==> src/rtl/rx_pkt_pkg.sv <==
// -----------------------------------------------------------------------------
// rx_pkt_pkg
//   Shared definitions for the RX packet parser: buffer/field geometry, packet
//   type codes, word offsets inside a packet, the parser FSM state encoding and
//   the packed field set presented to QTU_FMB.
// -----------------------------------------------------------------------------
package rx_pkt_pkg;

  // RX buffer geometry
  localparam int MEM_WIDTH  = 8;
  localparam int MEM_DEPTH  = 2048;
  localparam int ADDR_WIDTH = $clog2(MEM_DEPTH);

  // Packet geometry: big-endian 16-bit words, two bytes each
  localparam int WORD_WIDTH = 16;
  localparam int PKT_BYTES  = 16;
  localparam int PKT_WORDS  = PKT_BYTES / 2;
  localparam int BCNT_WIDTH = $clog2(PKT_BYTES);

  // Downstream handshake timeout
  localparam int DONE_TIMEOUT = 1023;
  localparam int TMO_WIDTH    = 10;

  // Packet type codes carried in word 0
  localparam logic [WORD_WIDTH-1:0] PKT_TYPE_HEARTBEAT = 16'h0001;
  localparam logic [WORD_WIDTH-1:0] PKT_TYPE_CLUSTER   = 16'h0002;

  // Word position of each field inside a packet
  typedef enum logic [2:0] {
    W_TYPE         = 3'd0,
    W_SOURCE_ID    = 3'd1,
    W_SOURCE_HOPS  = 3'd2,
    W_QVALUE       = 3'd3,
    W_ENERGY_LEFT  = 3'd4,
    W_HOPS_FROM_CH = 3'd5,
    W_CHOSEN_CH    = 3'd6,
    W_DEST_ID      = 3'd7
  } word_idx_e;

  // Parser FSM states
  typedef enum logic [1:0] {
    S_IDLE      = 2'd0,
    S_FETCH     = 2'd1,
    S_DECODE    = 2'd2,
    S_WAIT_DONE = 2'd3
  } state_e;

  // Field set held stable for QTU_FMB between cluster decodes
  typedef struct packed {
    logic [WORD_WIDTH-1:0] source_id;
    logic [WORD_WIDTH-1:0] source_hops;
    logic [WORD_WIDTH-1:0] q_value;
    logic [WORD_WIDTH-1:0] energy_left;
    logic [WORD_WIDTH-1:0] hops_from_ch;
    logic [WORD_WIDTH-1:0] chosen_ch;
  } field_set_t;

  // Extract one word from the flattened shadow array (word 0 in the low bits)
  function automatic logic [WORD_WIDTH-1:0] get_word(
    input logic [PKT_WORDS*WORD_WIDTH-1:0] words,
    input word_idx_e                       idx
  );
    return words[int'(idx)*WORD_WIDTH +: WORD_WIDTH];
  endfunction

endpackage

==> src/rtl/rx_word_assembler.sv <==
// -----------------------------------------------------------------------------
// rx_word_assembler
//   Collects the byte stream of one packet into eight big-endian 16-bit words.
//   Even byte offsets land in the word MSB, odd offsets in the LSB.
//
//   clk          in   clock, rising edge
//   nrst         in   asynchronous active-low reset
//   start_i      in   clears the byte counter for a new packet
//   byte_valid_i in   byte_i carries the next packet byte
//   byte_i       in   packet byte
//   words_o      out  8 x 16-bit words, word 0 in bits [15:0]
//   last_o       out  high while the final byte of the packet is being captured
// -----------------------------------------------------------------------------
module rx_word_assembler
  import rx_pkt_pkg::*;
(
  input  logic                            clk,
  input  logic                            nrst,
  input  logic                            start_i,
  input  logic                            byte_valid_i,
  input  logic [MEM_WIDTH-1:0]            byte_i,
  output logic [PKT_WORDS*WORD_WIDTH-1:0] words_o,
  output logic                            last_o
);

  logic [BCNT_WIDTH-1:0]                 byte_cnt_q;
  logic [PKT_WORDS-1:0][WORD_WIDTH-1:0]  shadow_q;

  // NOTE: sequential state is updated with non-blocking assignments so every
  // register samples pre-edge values, independent of block evaluation order.
  always_ff @(posedge clk or negedge nrst) begin
    if (!nrst) begin
      byte_cnt_q <= '0;
    end else if (start_i) begin
      byte_cnt_q <= '0;
    end else if (byte_valid_i) begin
      byte_cnt_q <= byte_cnt_q + 1'b1;
    end
  end

  // NOTE: the shadow array has no reset; every word is rewritten before the
  // packet is decoded, so resetting it would only add reset fan-out.
  always_ff @(posedge clk) begin
    if (byte_valid_i) begin
      if (!byte_cnt_q[0]) begin
        shadow_q[byte_cnt_q[BCNT_WIDTH-1:1]][WORD_WIDTH-1:MEM_WIDTH] <= byte_i;
      end else begin
        shadow_q[byte_cnt_q[BCNT_WIDTH-1:1]][MEM_WIDTH-1:0] <= byte_i;
      end
    end
  end

  assign words_o = shadow_q;

  // Flags the capture edge of the last byte so the FSM can step to DECODE
  // on the same edge, leaving the shadow complete during DECODE.
  assign last_o = byte_valid_i && (byte_cnt_q == BCNT_WIDTH'(PKT_BYTES - 1));

endmodule

==> src/rtl/rx_pkt_parser.sv <==
// -----------------------------------------------------------------------------
// rx_pkt_parser
//   Reads one 16-byte packet from the byte-wide RX buffer, decodes its type and
//   presents the parsed fields to QTU_FMB. A cluster packet updates all fields
//   and strobes en, then waits for QTUFMB_done (with a timeout). A heartbeat
//   updates fSourceID only and strobes HB_Reset. Unknown types strobe drop_err.
//
//   clk, nrst                 clock / asynchronous active-low reset
//   myNodeID                  this node's ID, compared with the packet DestID
//   pkt_valid, pkt_base       packet available at byte address pkt_base
//   pkt_ack                   1-cycle pulse when a packet is accepted
//   mem_rd, mem_addr          RX buffer read strobe and byte address
//   mem_rdata                 RX buffer data, valid the cycle after mem_rd
//   QTUFMB_done               downstream has consumed the cluster fields
//   en, HB_Reset              1-cycle cluster / heartbeat strobes
//   iAmDestination            DestID matched myNodeID (valid with en)
//   fSourceID..fChosenCH      parsed fields, held until the next cluster decode
//   busy                      FSM is not idle
//   drop_err, timeout_err     1-cycle error strobes
// -----------------------------------------------------------------------------
module rx_pkt_parser
  import rx_pkt_pkg::*;
(
  input  logic                  clk,
  input  logic                  nrst,
  input  logic [WORD_WIDTH-1:0] myNodeID,
  input  logic                  pkt_valid,
  input  logic [ADDR_WIDTH-1:0] pkt_base,
  output logic                  pkt_ack,
  output logic                  mem_rd,
  output logic [ADDR_WIDTH-1:0] mem_addr,
  input  logic [MEM_WIDTH-1:0]  mem_rdata,
  input  logic                  QTUFMB_done,
  output logic                  en,
  output logic                  HB_Reset,
  output logic                  iAmDestination,
  output logic [WORD_WIDTH-1:0] fSourceID,
  output logic [WORD_WIDTH-1:0] fSourceHops,
  output logic [WORD_WIDTH-1:0] fQValue,
  output logic [WORD_WIDTH-1:0] fEnergyLeft,
  output logic [WORD_WIDTH-1:0] fHopsFromCH,
  output logic [WORD_WIDTH-1:0] fChosenCH,
  output logic                  busy,
  output logic                  drop_err,
  output logic                  timeout_err
);

  localparam logic [TMO_WIDTH-1:0]  TMO_LIMIT = TMO_WIDTH'(DONE_TIMEOUT);
  localparam logic [BCNT_WIDTH-1:0] LAST_RD   = BCNT_WIDTH'(PKT_BYTES - 1);

  state_e                  state_q, state_d;
  logic [ADDR_WIDTH-1:0]   addr_q, addr_d;
  logic                    mem_rd_q, mem_rd_d;
  logic [BCNT_WIDTH-1:0]   rd_cnt_q, rd_cnt_d;
  logic                    rd_vld_q;
  logic [TMO_WIDTH-1:0]    tmo_cnt_q, tmo_cnt_d;
  logic [TMO_WIDTH-1:0]    tmo_inc;
  field_set_t              fields_q, fields_d;
  logic                    i_am_dest_q, i_am_dest_d;
  logic                    pkt_ack_q, pkt_ack_d;
  logic                    en_q, en_d;
  logic                    hb_q, hb_d;
  logic                    drop_q, drop_d;
  logic                    tmo_err_q, tmo_err_d;

  logic                    asm_start;
  logic                    asm_last;
  logic [PKT_WORDS*WORD_WIDTH-1:0] words;
  logic [WORD_WIDTH-1:0]   pkt_type;

  // Byte capture: the buffer answers one cycle after each read strobe.
  rx_word_assembler u_asm (
    .clk          (clk),
    .nrst         (nrst),
    .start_i      (asm_start),
    .byte_valid_i (rd_vld_q),
    .byte_i       (mem_rdata),
    .words_o      (words),
    .last_o       (asm_last)
  );

  assign pkt_type = get_word(words, W_TYPE);
  assign tmo_inc  = tmo_cnt_q + 1'b1;

  // NOTE: every signal driven here gets a default before the case statement,
  // so no path leaves a value unassigned and no latch is inferred.
  always_comb begin
    state_d     = state_q;
    addr_d      = addr_q;
    mem_rd_d    = 1'b0;
    rd_cnt_d    = rd_cnt_q;
    tmo_cnt_d   = tmo_cnt_q;
    fields_d    = fields_q;
    i_am_dest_d = i_am_dest_q;
    pkt_ack_d   = 1'b0;
    en_d        = 1'b0;
    hb_d        = 1'b0;
    drop_d      = 1'b0;
    tmo_err_d   = 1'b0;
    asm_start   = 1'b0;

    case (state_q)
      S_IDLE: begin
        if (pkt_valid) begin
          asm_start = 1'b1;
          pkt_ack_d = 1'b1;
          mem_rd_d  = 1'b1;
          addr_d    = pkt_base;
          rd_cnt_d  = '0;
          state_d   = S_FETCH;
        end
      end

      S_FETCH: begin
        // Address increments wrap naturally at the buffer end (2047 -> 0).
        if (mem_rd_q && (rd_cnt_q != LAST_RD)) begin
          mem_rd_d = 1'b1;
          addr_d   = addr_q + 1'b1;
          rd_cnt_d = rd_cnt_q + 1'b1;
        end
        if (asm_last) begin
          state_d = S_DECODE;
        end
      end

      S_DECODE: begin
        if (pkt_type == PKT_TYPE_CLUSTER) begin
          fields_d.source_id    = get_word(words, W_SOURCE_ID);
          fields_d.source_hops  = get_word(words, W_SOURCE_HOPS);
          fields_d.q_value      = get_word(words, W_QVALUE);
          fields_d.energy_left  = get_word(words, W_ENERGY_LEFT);
          fields_d.hops_from_ch = get_word(words, W_HOPS_FROM_CH);
          fields_d.chosen_ch    = get_word(words, W_CHOSEN_CH);
          i_am_dest_d           = (get_word(words, W_DEST_ID) == myNodeID);
          en_d                  = 1'b1;
          tmo_cnt_d             = '0;
          state_d               = S_WAIT_DONE;
        end else if (pkt_type == PKT_TYPE_HEARTBEAT) begin
          fields_d.source_id = get_word(words, W_SOURCE_ID);
          hb_d               = 1'b1;
          state_d            = S_IDLE;
        end else begin
          drop_d  = 1'b1;
          state_d = S_IDLE;
        end
      end

      S_WAIT_DONE: begin
        // done coinciding with the en strobe belongs to no transaction yet.
        if (QTUFMB_done && !en_q) begin
          state_d = S_IDLE;
        end else begin
          tmo_cnt_d = tmo_inc;
          if (tmo_inc == TMO_LIMIT) begin
            tmo_err_d = 1'b1;
            state_d   = S_IDLE;
          end
        end
      end

      default: begin
        state_d = S_IDLE;
      end
    endcase
  end

  always_ff @(posedge clk or negedge nrst) begin
    if (!nrst) begin
      state_q     <= S_IDLE;
      addr_q      <= '0;
      mem_rd_q    <= 1'b0;
      rd_cnt_q    <= '0;
      rd_vld_q    <= 1'b0;
      tmo_cnt_q   <= '0;
      fields_q    <= '0;
      i_am_dest_q <= 1'b0;
      pkt_ack_q   <= 1'b0;
      en_q        <= 1'b0;
      hb_q        <= 1'b0;
      drop_q      <= 1'b0;
      tmo_err_q   <= 1'b0;
    end else begin
      state_q     <= state_d;
      addr_q      <= addr_d;
      mem_rd_q    <= mem_rd_d;
      rd_cnt_q    <= rd_cnt_d;
      rd_vld_q    <= mem_rd_q;
      tmo_cnt_q   <= tmo_cnt_d;
      fields_q    <= fields_d;
      i_am_dest_q <= i_am_dest_d;
      pkt_ack_q   <= pkt_ack_d;
      en_q        <= en_d;
      hb_q        <= hb_d;
      drop_q      <= drop_d;
      tmo_err_q   <= tmo_err_d;
    end
  end

  assign pkt_ack        = pkt_ack_q;
  assign mem_rd         = mem_rd_q;
  assign mem_addr       = addr_q;
  assign en             = en_q;
  assign HB_Reset       = hb_q;
  assign drop_err       = drop_q;
  assign timeout_err    = tmo_err_q;
  assign iAmDestination = i_am_dest_q;
  assign busy           = (state_q != S_IDLE);

  assign fSourceID   = fields_q.source_id;
  assign fSourceHops = fields_q.source_hops;
  assign fQValue     = fields_q.q_value;
  assign fEnergyLeft = fields_q.energy_left;
  assign fHopsFromCH = fields_q.hops_from_ch;
  assign fChosenCH   = fields_q.chosen_ch;

endmodule

==> config.mk <==
export PLATFORM = sky130hd
export DESIGN_NAME = rx_pkt_parser
export DESIGN_NICKNAME = d
export VERILOG_FILES = /design/src/rtl/rx_pkt_pkg.sv /design/src/rtl/rx_word_assembler.sv /design/src/rtl/rx_pkt_parser.sv
export SDC_FILE = /design/constraint.sdc
export NUM_CORES = 1
export LEC_CHECK = 0
export ABC_AREA = 1
export CAP_MARGIN = 20
export CORE_AREA = 3 3 197 103
export CTS_BUF_LIST = sky130_fd_sc_hd__clkbuf_4 sky130_fd_sc_hd__clkbuf_8
export DETAILED_ROUTE_END_ITERATION = 8
export DIE_AREA = 0 0 200 106
export GPL_TIMING_DRIVEN = 0
export MAX_ROUTING_LAYER = met4
export PLACE_DENSITY_LB_ADDON = 0.25
export SYNTH_ARGS = -nofsm -noshare
export SYNTH_HDL_FRONTEND = slang
export SYNTH_HIERARCHICAL = 1
export SYNTH_SLANG_ARGS = --single-unit
export TNS_END_PERCENT = 20
==> constraint.sdc <==
create_clock -name clk -period 4.8 [get_ports clk]
set_input_delay 0.48 -clock clk [delete_from_list [all_inputs] [get_ports clk]]
set_output_delay 0.48 -clock clk [all_outputs]
set_load 0.02 [all_outputs]
# == Word-level counts from Yosys, hierarchy flattened ==
# Index checks and enable logic that the tools add are counted.
# classes
n_lt_le_gt_ge,2
addsub,4
eq_ne,15
n_reduce_logical,16
muxes,41
# ops
op,n
$bwmux 128,2
$mux 128,1
$demux 16 s3,2
$mux 16,3
$mux 11,2
$pmux 11 s2,1
$mux 10,2
$pmux 10 s2,1
$eq 16x1->1 const B,1
$eq 16x16->1,1
$eq 16x2->1 const B,1
$mux 4,4
$mux 1,14
$add 11x1->11 const B,1
$add 10x1->10 const B,1
$eq 10x10->1 const B,1
$mux 2,5
$ne 2x2->1 const B,5
$reduce_bool 2->1,5
$reduce_and 3->1,3
$add 4x1->4 const B,2
$mux 8,1
$pmux 2 s4,1
$pmux 4 s2,1
12 further kinds,17
# totals
inputBits,39
output_inout_bits,115
wordCells,105
reg_bits,263

# == Depth between registers and ports, before layout ==
# Gate-level depths: netlist of run 1.
# logic_depth
word_depth,6
mapped_depth,11
depth_no_buf,11

# == By module ==
# Netlist of run 1, hierarchy kept.
# modules_own_cells
module,seq_area_each_um2,cells_each,area_each_um2,instances
rx_pkt_parser,3278.1,693,5863.1,1
rx_word_assembler,3943.8,350,5382.7,1

# == Worst setup path before layout of run 1 ==
# OpenSTA, ideal clock, no wires.
# synth_path
path_kind,register to register
from,reg u_asm/byte_cnt_q[3] (netlist name)
to,reg u_asm.shadow_q (netlist bit u_asm/words_o[0]) (enable)
stages_incl_launch_ff,6
t_arrival_ns,1.247
period_less_slack_ns,1.617
slack_ns,3.183
n_path_buf,2
path_cell_list,dfrtp_1 -> buf_6 -> nor2_8 -> nand2_4 -> buf_6 -> nor2_1
# synth_lines
element,line,source
end signal: indexed assignment,rx_word_assembler.sv:46,shadow_q[byte_cnt_q[BCNT_WIDTH-1:1]][WORD_WIDTH-1:MEM_WIDTH] <= byte_i;
end signal: indexed assignment,rx_word_assembler.sv:48,shadow_q[byte_cnt_q[BCNT_WIDTH-1:1]][MEM_WIDTH-1:0] <= byte_i;
end: declaration,rx_word_assembler.sv:27,logic [PKT_WORDS-1:0][WORD_WIDTH-1:0] shadow_q;

# == Worst setup path in the final report of run 1 ==
# layout_path
from,reg state_q[0]
to,out busy
# layout_between
elab_chain_len,1
# layout_rtl
element,line,source
start: declaration,rx_pkt_parser.sv:51,"state_e state_q, state_d;"
start signal: assignment,rx_pkt_parser.sv:183,state_q <= state_d;
$reduce_bool 2->1,rx_pkt_parser.sv:207,assign busy = (state_q != S_IDLE);
end: declaration,rx_pkt_parser.sv:43,"output logic busy,"
# No other way between the ends.

==> results.json, run 1 <==
{
  "vdd_drop_max_mv": 0.172,
  "port_buffers": 153,
  "ys_warn_count": 6,
  "syn-num-nets": 1087,
  "max-slew-margin-rel_pct": 45.3,
  "clock_sinks": 263,
  "rsz0062_at_grt": "false",
  "synth_area_um2": 11200,
  "crit_arrival_ns": 1.70,
  "synth_area_leaders": "edfxtp_1 (34%), dfrtp_1 (30%), nand2_1 (11%)",
  "io_pins": 154,
  "via_count": 8390,
  "cell_internal_pwr_mw": 3.42,
  "dpl_cell_area_um2": 13100,
  "required_ns": 4.32,
  "crit_start": "state_q[0]",
  "ant_nets": 0,
  "worstHoldPathType": "reg2reg",
  "status": "complete, no violations",
  "finalMaxSlewViolations": 0,
  "first_iter_violations": 805,
  "power_leakage_nw": 5.97,
  "busiest_layer": "met2",
  "yosys.area.top_type": "edfxtp_1",
  "grtUsageMet3_pct": 7.22,
  "power_switching_share_pct": 20.9,
  "synthCells": 1043,
  "fp.dieH_um": 106,
  "worstHoldStart": "mem_rd",
  "nets": 1281,
  "synth_edf_count": 128,
  "layout-drive-gt1-share_pct": 15.2,
  "worstSetupPathType": "reg2out",
  "finalNonFillerCells": 1522,
  "hold_violations": 0,
  "grt_pass1_wl_um": 44100,
  "fin_area_um2": 13900,
  "setup_violations": 0,
  "drt_wl_total_um": 27800,
  "htree_levels": 2,
  "design_power_total_mw": 4.32,
  "ys.flop_type": "dfrtp_1",
  "routedWlPerCell_um": 18.3,
  "synth.avg_cell_area_um2": 10.8,
  "syn2layout_area_growth_pct": 23.9,
  "core_area_um2": 18400,
  "critPathMaxFanout": 4,
  "dieArea_um2": 21200,
  "antenna_found_initial": 0,
  "path_clk_slew_ns": 0.07,
  "multi_input_area_um2": 3350,
  "start_util_pct": 61.0,
  "dr.pass1.iters": 5,
  "seqPwrFrac_pct": 54.3,
  "cts_setup_buffers": 0,
  "dp_hpwl_um": 19300,
  "synth_top_area_share_pct": 34.2,
  "place_inst": 1456,
  "net-switching-power_mw": 0.904,
  "met2_usage_pct": 41.7,
  "grt_start_max_net_pins": 73,
  "clockRootBuffer": "clkbuf_8",
  "n_antenna_cell": 0,
  "fillerInstances": 1229,
  "cts_tree": "done",
  "grt_use_total_pct": 27.7,
  "yosysSeqAreaShare_pct": 64.2,
  "synth.distinct_cells": 44,
  "r2r-start": "u_asm/byte_cnt_q[0]",
  "skew_ns": 0.0243,
  "ys_ff_latch": 263,
  "power_density_nw_per_um2": 310,
  "cts.path.max_buffers": 3,
  "maxCapViolCount": 0,
  "fin_crit_ns": 2.18,
  "rows": 35,
  "viasPerCell": 5.51,
  "ys_async_sr_fraction_pct": 51.3,
  "finalCritPeriodShare_pct": 45.4,
  "critPathCaptureType": "primary output",
  "seq_area_um2": 7220,
  "globalRoute.totalOverflow": 0,
  "grt_pass1_vias": 8340,
  "met1_usage_pct": 38.7,
  "cp-start-kind": "flip-flop",
  "worst_pin_slew_ns": 0.818,
  "power.clock.fraction_pct": 43.2,
  "numCtsBuffers": 37,
  "drcViolationCount": 0,
  "pwr-share-comb_pct": 2.5,
  "globalplace.congestion": 0.858,
  "insertion_delay_ns": 0.52,
  "fmax_ghz": 0.459,
  "die_w_um": 200
}
## kinds of logic (layout without fill, tap and decap cells)
family,Yosys count,count (layout),synth area share (%)
AOI/OAI and AO/OA,41,41,2.23
xor gates and xnor gates,16,16,1.25
adders and majority gates,5,5,0.556
buffers and inverters,113,333,5.97
DFF,263,263,64.2
and+or+nand+nor,605,605,25.8
## stage by stage
stage          hold slack [ns]  setup slack [ns]  setup TNS [ns]  util (%)
3_3_place_gp             0.410             -2.02         -271.61      71.1
6_report                 0.427              2.62               0      75.5
2_1_floorplan            0.184              3.18               0         -
4_1_cts                  0.431              2.59               0      75.5
5_1_grt                  0.439              2.52               0      75.5
3_5_place_dp             0.417              2.73               0      71.2
## layout make-up
type,instances,share of cell area (%)
multi-input combinational,667,24.1
inverter,56,1.59
tap,259,2.33
sequential,263,51.9
timing repair buffer,155,11.3
buffer,57,3.23
clock buffer,61,5.35
clock inverter,4,0.305
## timing repair
item / 4_1_cts / 5_1_grt
gates resized for setup: 0 / 0
hold buffers: 1 / 0
endpoints found under the hold margin: 47 / 0
## power groups by stage
| stage | clock network (mW) | registers, mW | logic (mW) |
|---|---|---|---|
| after global routing | 1.99 | 2.35 | 0.114 |
| after detailed placement | 0 | 2.39 | 0.105 |
| final | 1.87 | 2.35 | 0.106 |
| after global placement | 0 | 2.39 | 0.100 |
| after floorplan | 0 | 2.39 | 0.0257 |
| after CTS | 1.88 | 2.35 | 0.106 |
## cells in the mapped netlist, types with 4 or more instances
library cell and instances:
nand3_1 41, inv_2 4, dfrtp_1 135, nor3_1 92, nand2_4 4, buf_2 21, nand3_4 7, nand2_1 343
nor2_1 55, edfxtp_1 128, buf_6 22, nor2_2 4, nor3_2 41, o211ai_1 6, ha_1 5, a21oi_1 6
xnor2_1 13, buf_4 12, nand4_1 8, o21ai_0 15, inv_1 47
## routing by layer
metal | part of all wire (%) | wire (um)
met5 | 0 | 0
met4 | 1.7 | 475
met3 | 11 | 2970
met2 | 45 | 12600
met1 | 42 | 11800
## final timing paths
kind                                     end  slack [ns]  depth (start not counted)
hold reg to reg                     rd_vld_q        0.43                          0
max in group asynchronous      fSourceID[10]        3.48                          3
hold / removal                      rd_vld_q        0.43                          0
setup reg to reg           u_asm/words_o[46]        2.81                          4
setup / recovery                        busy        2.62                          3
min in group asynchronous    fHopsFromCH[12]        0.53                          2
## flip-flops by register name (all words and copies together), names as in the netlist, 4 cells and up
signal            cells
mem_addr             11
u_asm/words_o       128
fHopsFromCH          16
fChosenCH            16
u_asm/byte_cnt_q      4
fQValue              16
rd_cnt_q              4
fEnergyLeft          16
fSourceHops          16
fSourceID            16
tmo_cnt_q            10
## worst max-delay path, cell delays in order, from the launching register on
cell and delay (ns):
dfrtp_1 0.42, nor2_1 0.15, inv_1 0.08, clkdlybuf4s50_1 0.54
## placed cells by master, fill, tap and decap left out, types with 4 or more instances in the layout
cell,count
buf_2,21
ha_1,5
nand3_4,7
clkdlybuf4s50_1,152
dfrtp_1,135
inv_1,47
nand4_1,8
edfxtp_1,128
xnor2_1,13
clkbuf_8,46
nor2_2,4
nand2_1,343
a21oi_1,6
buf_6,23
inv_2,4
clkbuf_4,15
buf_4,12
nor3_1,92
nor3_2,41
nor2_1,55
o211ai_1,6
o21ai_0,15
nand3_1,41
nand2_4,4
Power figures use the tool's default switching activity.
==> run 2, diff against run 1 <==
--- a/config.mk
+++ b/config.mk
@@ -7,10 +7,10 @@
 export LEC_CHECK = 0
 export ABC_AREA = 1
 export CAP_MARGIN = 20
-export CORE_AREA = 3 3 197 103
+export CORE_AREA = 3 3 203 106
 export CTS_BUF_LIST = sky130_fd_sc_hd__clkbuf_4 sky130_fd_sc_hd__clkbuf_8
 export DETAILED_ROUTE_END_ITERATION = 8
-export DIE_AREA = 0 0 200 106
+export DIE_AREA = 0 0 206 109
 export GPL_TIMING_DRIVEN = 0
 export MAX_ROUTING_LAYER = met4
 export PLACE_DENSITY_LB_ADDON = 0.25
==> constraint.sdc (replaced) <==
create_clock -name clk -period 2.01 [get_ports clk]
set_input_delay 0.201 -clock clk [delete_from_list [all_inputs] [get_ports clk]]
set_output_delay 0.201 -clock clk [all_outputs]
set_load 0.02 [all_outputs]
==> results.json, run 2 (synthesis gave the netlist of run 1 again) <==
{
  "grt_start_max_net_pins": 77,
  "rows": 36,
  "vdd_drop_max_mv": 0.385,
  "setup_violations": 16,
  "required_ns": 2.15,
  "crit_start": "u_asm/byte_cnt_q[0]",
  "grt_use_total_pct": 26.0,
  "max-slew-margin-rel_pct": 51.8,
  "fin_crit_ns": 2.04,
  "globalplace.congestion": 0.863,
  "cts_tree": "done",
  "timing.setup.tns_ns": -0.227,
  "core_area_um2": 19500,
  "skew_ns": 0.0191,
  "design_power_total_mw": 10.0,
  "die_w_um": 206,
  "violations": "negative setup slack",
  "rr_worst_depth": 4,
  "final_cell_mix": "nand2_1 (343), clkdlybuf4s50_1 (152), dfrtp_1 (134)",
  "cp-start-kind": "flip-flop",
  "clockRootBuffer": "clkbuf_8",
  "dieArea_um2": 22500,
  "viasPerCell": 5.47,
  "first_iter_violations": 736,
  "critPathCaptureType": "flip-flop",
  "n_antenna_cell": 0,
  "worstHoldPathType": "in2async",
  "rsz0062_at_grt": "true",
  "finalCritPeriodShare_pct": 101,
  "status": "complete, but fails checks",
  "power_leakage_nw": 5.94,
  "regToRegEndpoint": "u_asm/words_o[47]",
  "cts_setup_buffers": 0,
  "dp_hpwl_um": 19400,
  "fin_ws_ns": -0.0259,
  "grt_pass1_wl_um": 43700,
  "clock_sinks": 263,
  "hold_ws_ns": 0.255,
  "antenna_found_initial": 0,
  "final_common_cell": "nand2_1",
  "globalRoute.totalOverflow": 0,
  "power_density_nw_per_um2": 722,
  "layout-drive-gt1-share_pct": 15.4,
  "htree_levels": 2,
  "grt_pass1_vias": 8244,
  "numCtsBuffers": 38,
  "worst_pin_slew_ns": 0.720,
  "fmax_ghz": 0.491,
  "syn2layout_area_growth_pct": 23.6,
  "dr.pass1.iters": 7,
  "largest_reg_flops": 128,
  "via_count": 8383,
  "io_pins": 154,
  "nets": 1282,
  "finalMaxSlewViolations": 0,
  "utilization_pct": 71.1,
  "path_clk_slew_ns": 0.07,
  "crit_arrival_ns": 2.18,
  "maxCapViolCount": 0,
  "reg2reg_slack_ns": -0.03,
  "insertion_delay_ns": 0.51,
  "port_buffers": 153,
  "r2r-start": "u_asm/byte_cnt_q[0]",
  "start_util_pct": 57.5,
  "routedWlPerCell_um": 18.2,
  "worstSetupPathType": "reg2reg",
  "cts.path.max_buffers": 3,
  "critPathMaxFanout": 10,
  "drcViolationCount": 0,
  "place_ws_ns": 0.0134,
  "ant_nets": 0,
  "fp.dieH_um": 109,
  "drt_wl_total_um": 27900,
  "hold_violations": 0
}
## run 2: per-layer routing
| layer | vias up | GRT usage, % | part of all wire [%] |
|---|---|---|---|
| met5 | - | - | 0 |
| met4 | 0 | 5.85 | 1.8 |
| met3 | 48 | 5.19 | 8.6 |
| met2 | 369 | 39.8 | 46 |
| met1 | 4090 | 36.6 | 44 |
| li1 | 3876 | - | - |
## run 2: how the worst max path moves through the flow
stage	to	slack, ns	depth (start not counted)
global placement	mem_addr[1]	-4.46	1
global route	u_asm/words_o[47]	-0.07	4
finish	u_asm/words_o[47]	-0.03	4
detailed placement	u_asm/words_o[107]	0.01	4
floorplan	u_asm/words_o[0]	0.39	5
CTS	u_asm/words_o[107]	0.02	4
## run 2: timing repair
| item | 4_1_cts | 5_1_grt |
|---|---|---|
| hold buffers | 1 | 0 |
| endpoints found under the setup margin | 0 | 50 |
| gates resized for setup | 0 | 4 |
| endpoints found under the hold margin | 59 | 0 |
## run 2: where the power goes
| group | switching [mW] | total (mW) | leakage [nW] | internal (mW) |
|---|---|---|---|---|
| logic | 0.160 | 0.252 | 2.55 | 0.0922 |
| clock network | 1.96 | 4.18 | 0.398 | 2.22 |
| registers | 0 | 5.61 | 2.99 | 5.61 |
## run 2: layout make-up
class	count	area, um^2
Buffer	57	450
Fill cell	1397	5640
Clock inverter	11	48.8
Tap cell	266	333
Clock buffer	58	698
Timing Repair Buffer	155	1570
Sequential cell	263	7220
Multi-Input combinational cell	667	3360
Inverter	56	221
## run 2: worst max-delay path, cell delays in order, from the launching register on
cell,delay [ns]
dfrtp_1,0.43
inv_2,0.08
buf_6,0.14
nand2_1,0.33
nor2_1,0.68
## run 2: stage by stage
| step | cells | area (um^2) |
|---|---|---|
| 2_1_floorplan | 1043 | 11200 |
| 3_3_place_gp | 1462 | 13100 |
| 3_5_place_dp | 1463 | 13100 |
| 4_1_cts | 1533 | 13900 |
| 5_1_grt | 1533 | 13900 |
| 6_report | 1533 | 13900 |
==> run 3, diff against run 2 <==
--- a/config.mk
+++ b/config.mk
@@ -7,15 +7,14 @@
 export LEC_CHECK = 0
 export ABC_AREA = 1
 export CAP_MARGIN = 20
-export CORE_AREA = 3 3 203 106
+export CORE_AREA = 3 3 201 105
 export CTS_BUF_LIST = sky130_fd_sc_hd__clkbuf_4 sky130_fd_sc_hd__clkbuf_8
 export DETAILED_ROUTE_END_ITERATION = 8
-export DIE_AREA = 0 0 206 109
+export DIE_AREA = 0 0 204 108
 export GPL_TIMING_DRIVEN = 0
 export MAX_ROUTING_LAYER = met4
 export PLACE_DENSITY_LB_ADDON = 0.25
 export SYNTH_ARGS = -nofsm -noshare
 export SYNTH_HDL_FRONTEND = slang
-export SYNTH_HIERARCHICAL = 1
 export SYNTH_SLANG_ARGS = --single-unit
 export TNS_END_PERCENT = 20
==> results.json, run 3 <==
{
  "status": "complete, but fails checks",
  "violations": "negative setup slack",
  "ys.flop_type": "dfrtp_1",
  "syn-num-nets": 1077,
  "globalRoute.totalOverflow": 0,
  "synth_area_leaders": "edfxtp_1 (36%), dfrtp_1 (31%), nand2_1 (12%)",
  "worstSetupPathType": "reg2reg",
  "final_common_cell": "nand2_1",
  "cp-start-kind": "flip-flop",
  "layout-drive-gt1-share_pct": 11.3,
  "setup_violations": 8,
  "viasPerCell": 5.38,
  "hold_violations": 0,
  "nets": 1273,
  "path_clk_slew_ns": 0.07,
  "synth.avg_cell_area_um2": 10.4,
  "dr.pass1.iters": 5,
  "hold_ws_ns": 0.213,
  "place_inst": 1454,
  "dp_hpwl_um": 18600,
  "cts.path.max_buffers": 3,
  "syn2layout_area_growth_pct": 26.4,
  "rows": 36,
  "finalCritPeriodShare_pct": 101,
  "fp.dieH_um": 108,
  "synthTopCellsByCount": "nand2_1 (337), dfrtp_1 (135), nor3_1 (134), edfxtp_1 (128)",
  "clock_sinks": 263,
  "first_iter_violations": 831,
  "yosysSeqAreaShare_pct": 66.9,
  "globalplace.congestion": 0.853,
  "via_count": 8217,
  "fin_ws_ns": -0.0279,
  "crit_arrival_ns": 2.20,
  "rsz0062_at_grt": "true",
  "fin_crit_ns": 2.04,
  "synth_top_area_share_pct": 35.6,
  "fmax_ghz": 0.491,
  "ys_ff_latch": 263,
  "core_area_um2": 19300,
  "ant_nets": 0,
  "grt_pass1_vias": 8183,
  "cts_setup_buffers": 0,
  "maxCapViolCount": 0,
  "clockRootBuffer": "clkbuf_8",
  "worst-path-buf-inv": 0,
  "start_util_pct": 55.9,
  "numCtsBuffers": 39,
  "crit_start": "rd_vld_q",
  "cp_top_family": "simple AND/OR/NAND/NOR gates",
  "critPathMaxFanout": 10,
  "synth.most_common_cell": "nand2_1",
  "insertion_delay_ns": 0.53,
  "vdd_drop_max_mv": 0.477,
  "cpPeakStageDelay_ns": 0.66,
  "drcViolationCount": 0,
  "power_leakage_nw": 5.77,
  "port_buffers": 153,
  "synth_area_um2": 10800,
  "routedWlPerCell_um": 17.6,
  "synthCells": 1033,
  "finalNonFillerCells": 1526,
  "antenna_found_initial": 0,
  "design_power_total_mw": 10.4,
  "io_pins": 154,
  "worstHoldPathType": "in2async",
  "skew_ns": 0.0178,
  "grt_use_total_pct": 25.4,
  "r2r-start": "rd_vld_q",
  "drt_wl_total_um": 26800,
  "die_w_um": 204,
  "grt_pass1_wl_um": 42500,
  "crit_chain": "nand2_1, nor2_2",
  "n_antenna_cell": 0,
  "crit_slowest_cell": "nor2_2",
  "finalMaxSlewViolations": 0,
  "synth_edf_count": 128,
  "required_ns": 2.17,
  "ys_warn_count": 0,
  "grt_start_max_net_pins": 75,
  "critPathCaptureType": "flip-flop",
  "worst_pin_slew_ns": 0.833,
  "final_cell_mix": "nand2_1 (336), clkdlybuf4s50_1 (152), dfrtp_1 (135)",
  "ys_async_sr_fraction_pct": 51.3,
  "cts_tree": "done",
  "max-slew-margin-rel_pct": 44.5,
  "synth.distinct_cells": 40,
  "yosys.area.top_type": "edfxtp_1",
  "htree_levels": 2,
  "dieArea_um2": 22000,
  "largest_reg_flops": 128,
  "power_density_nw_per_um2": 762
}
==> run 3: logic make-up (layout without fill, tap and decap cells) <==
group | after synthesis | after routing | synth area share (%)
buffers and inverters | 112 | 339 | 4.65
AOI/OAI and AO/OA | 42 | 42 | 2.34
xor gates and xnor gates | 17 | 17 | 1.38
DFF | 263 | 263 | 66.9
adders and majority gates | 5 | 5 | 0.580
and+or+nand+nor | 594 | 594 | 24.1
==> run 3: stage by stage <==
step           setup slack (ns)  setup TNS (ns)  util (%)  cell area, um^2
4_1_cts                  -0.112           -4.66      70.3            13600
3_3_place_gp              -4.59         -642.23      65.5            12700
6_report                -0.0279          -0.183      70.6            13600
5_1_grt                 -0.0836           -1.10      70.6            13600
3_5_place_dp             -0.341          -23.85      65.7            12700
2_1_floorplan             0.191               0         -            10800
==> run 3: metal layers <==
metal	track usage [%]	up-vias	wire length [um]	part of all wire [%]
li1	-	3843	-	-
met1	35.2	3964	11700	44
met2	37.5	357	12200	45
met3	6.77	53	2450	9.1
met4	7.01	0	541	2.0
met5	-	-	0	0
==> run 3: layout make-up <==
type	instances	area [um^2]
Sequential cell	263	7220
Inverter	57	214
Clock buffer	55	682
Buffer	54	287
Clock inverter	17	138
Multi-Input combinational cell	658	3190
Tap cell	266	333
Timing Repair Buffer	156	1580
Fill cell	1387	5680
==> run 3: worst paths after layout <==
kind,to,cells past startpoint,slack [ns]
max in group asynchronous,mem_addr[1],3,1.01
max,u_asm.words_o[115],2,-0.03
min in group clk,mem_addr[7],3,0.27
min reg2reg,fSourceHops[9],2,0.44
min,fQValue[0],2,0.21
max reg2reg,u_asm.words_o[115],2,-0.03
==> run 3: power breakdown <==
part           total, mW  switching, mW  internal (mW)
sequential          5.61        0.00149           5.61
clock               4.55           2.08           2.47
combinational      0.245          0.153         0.0919
==> run 3: what timing repair did <==
item | CTS | global route
setup endpoints to repair | 112 | 122
resized for setup | 18 | 17
endpoints found under the hold margin | 61 | 0
hold buffers | 1 | 0
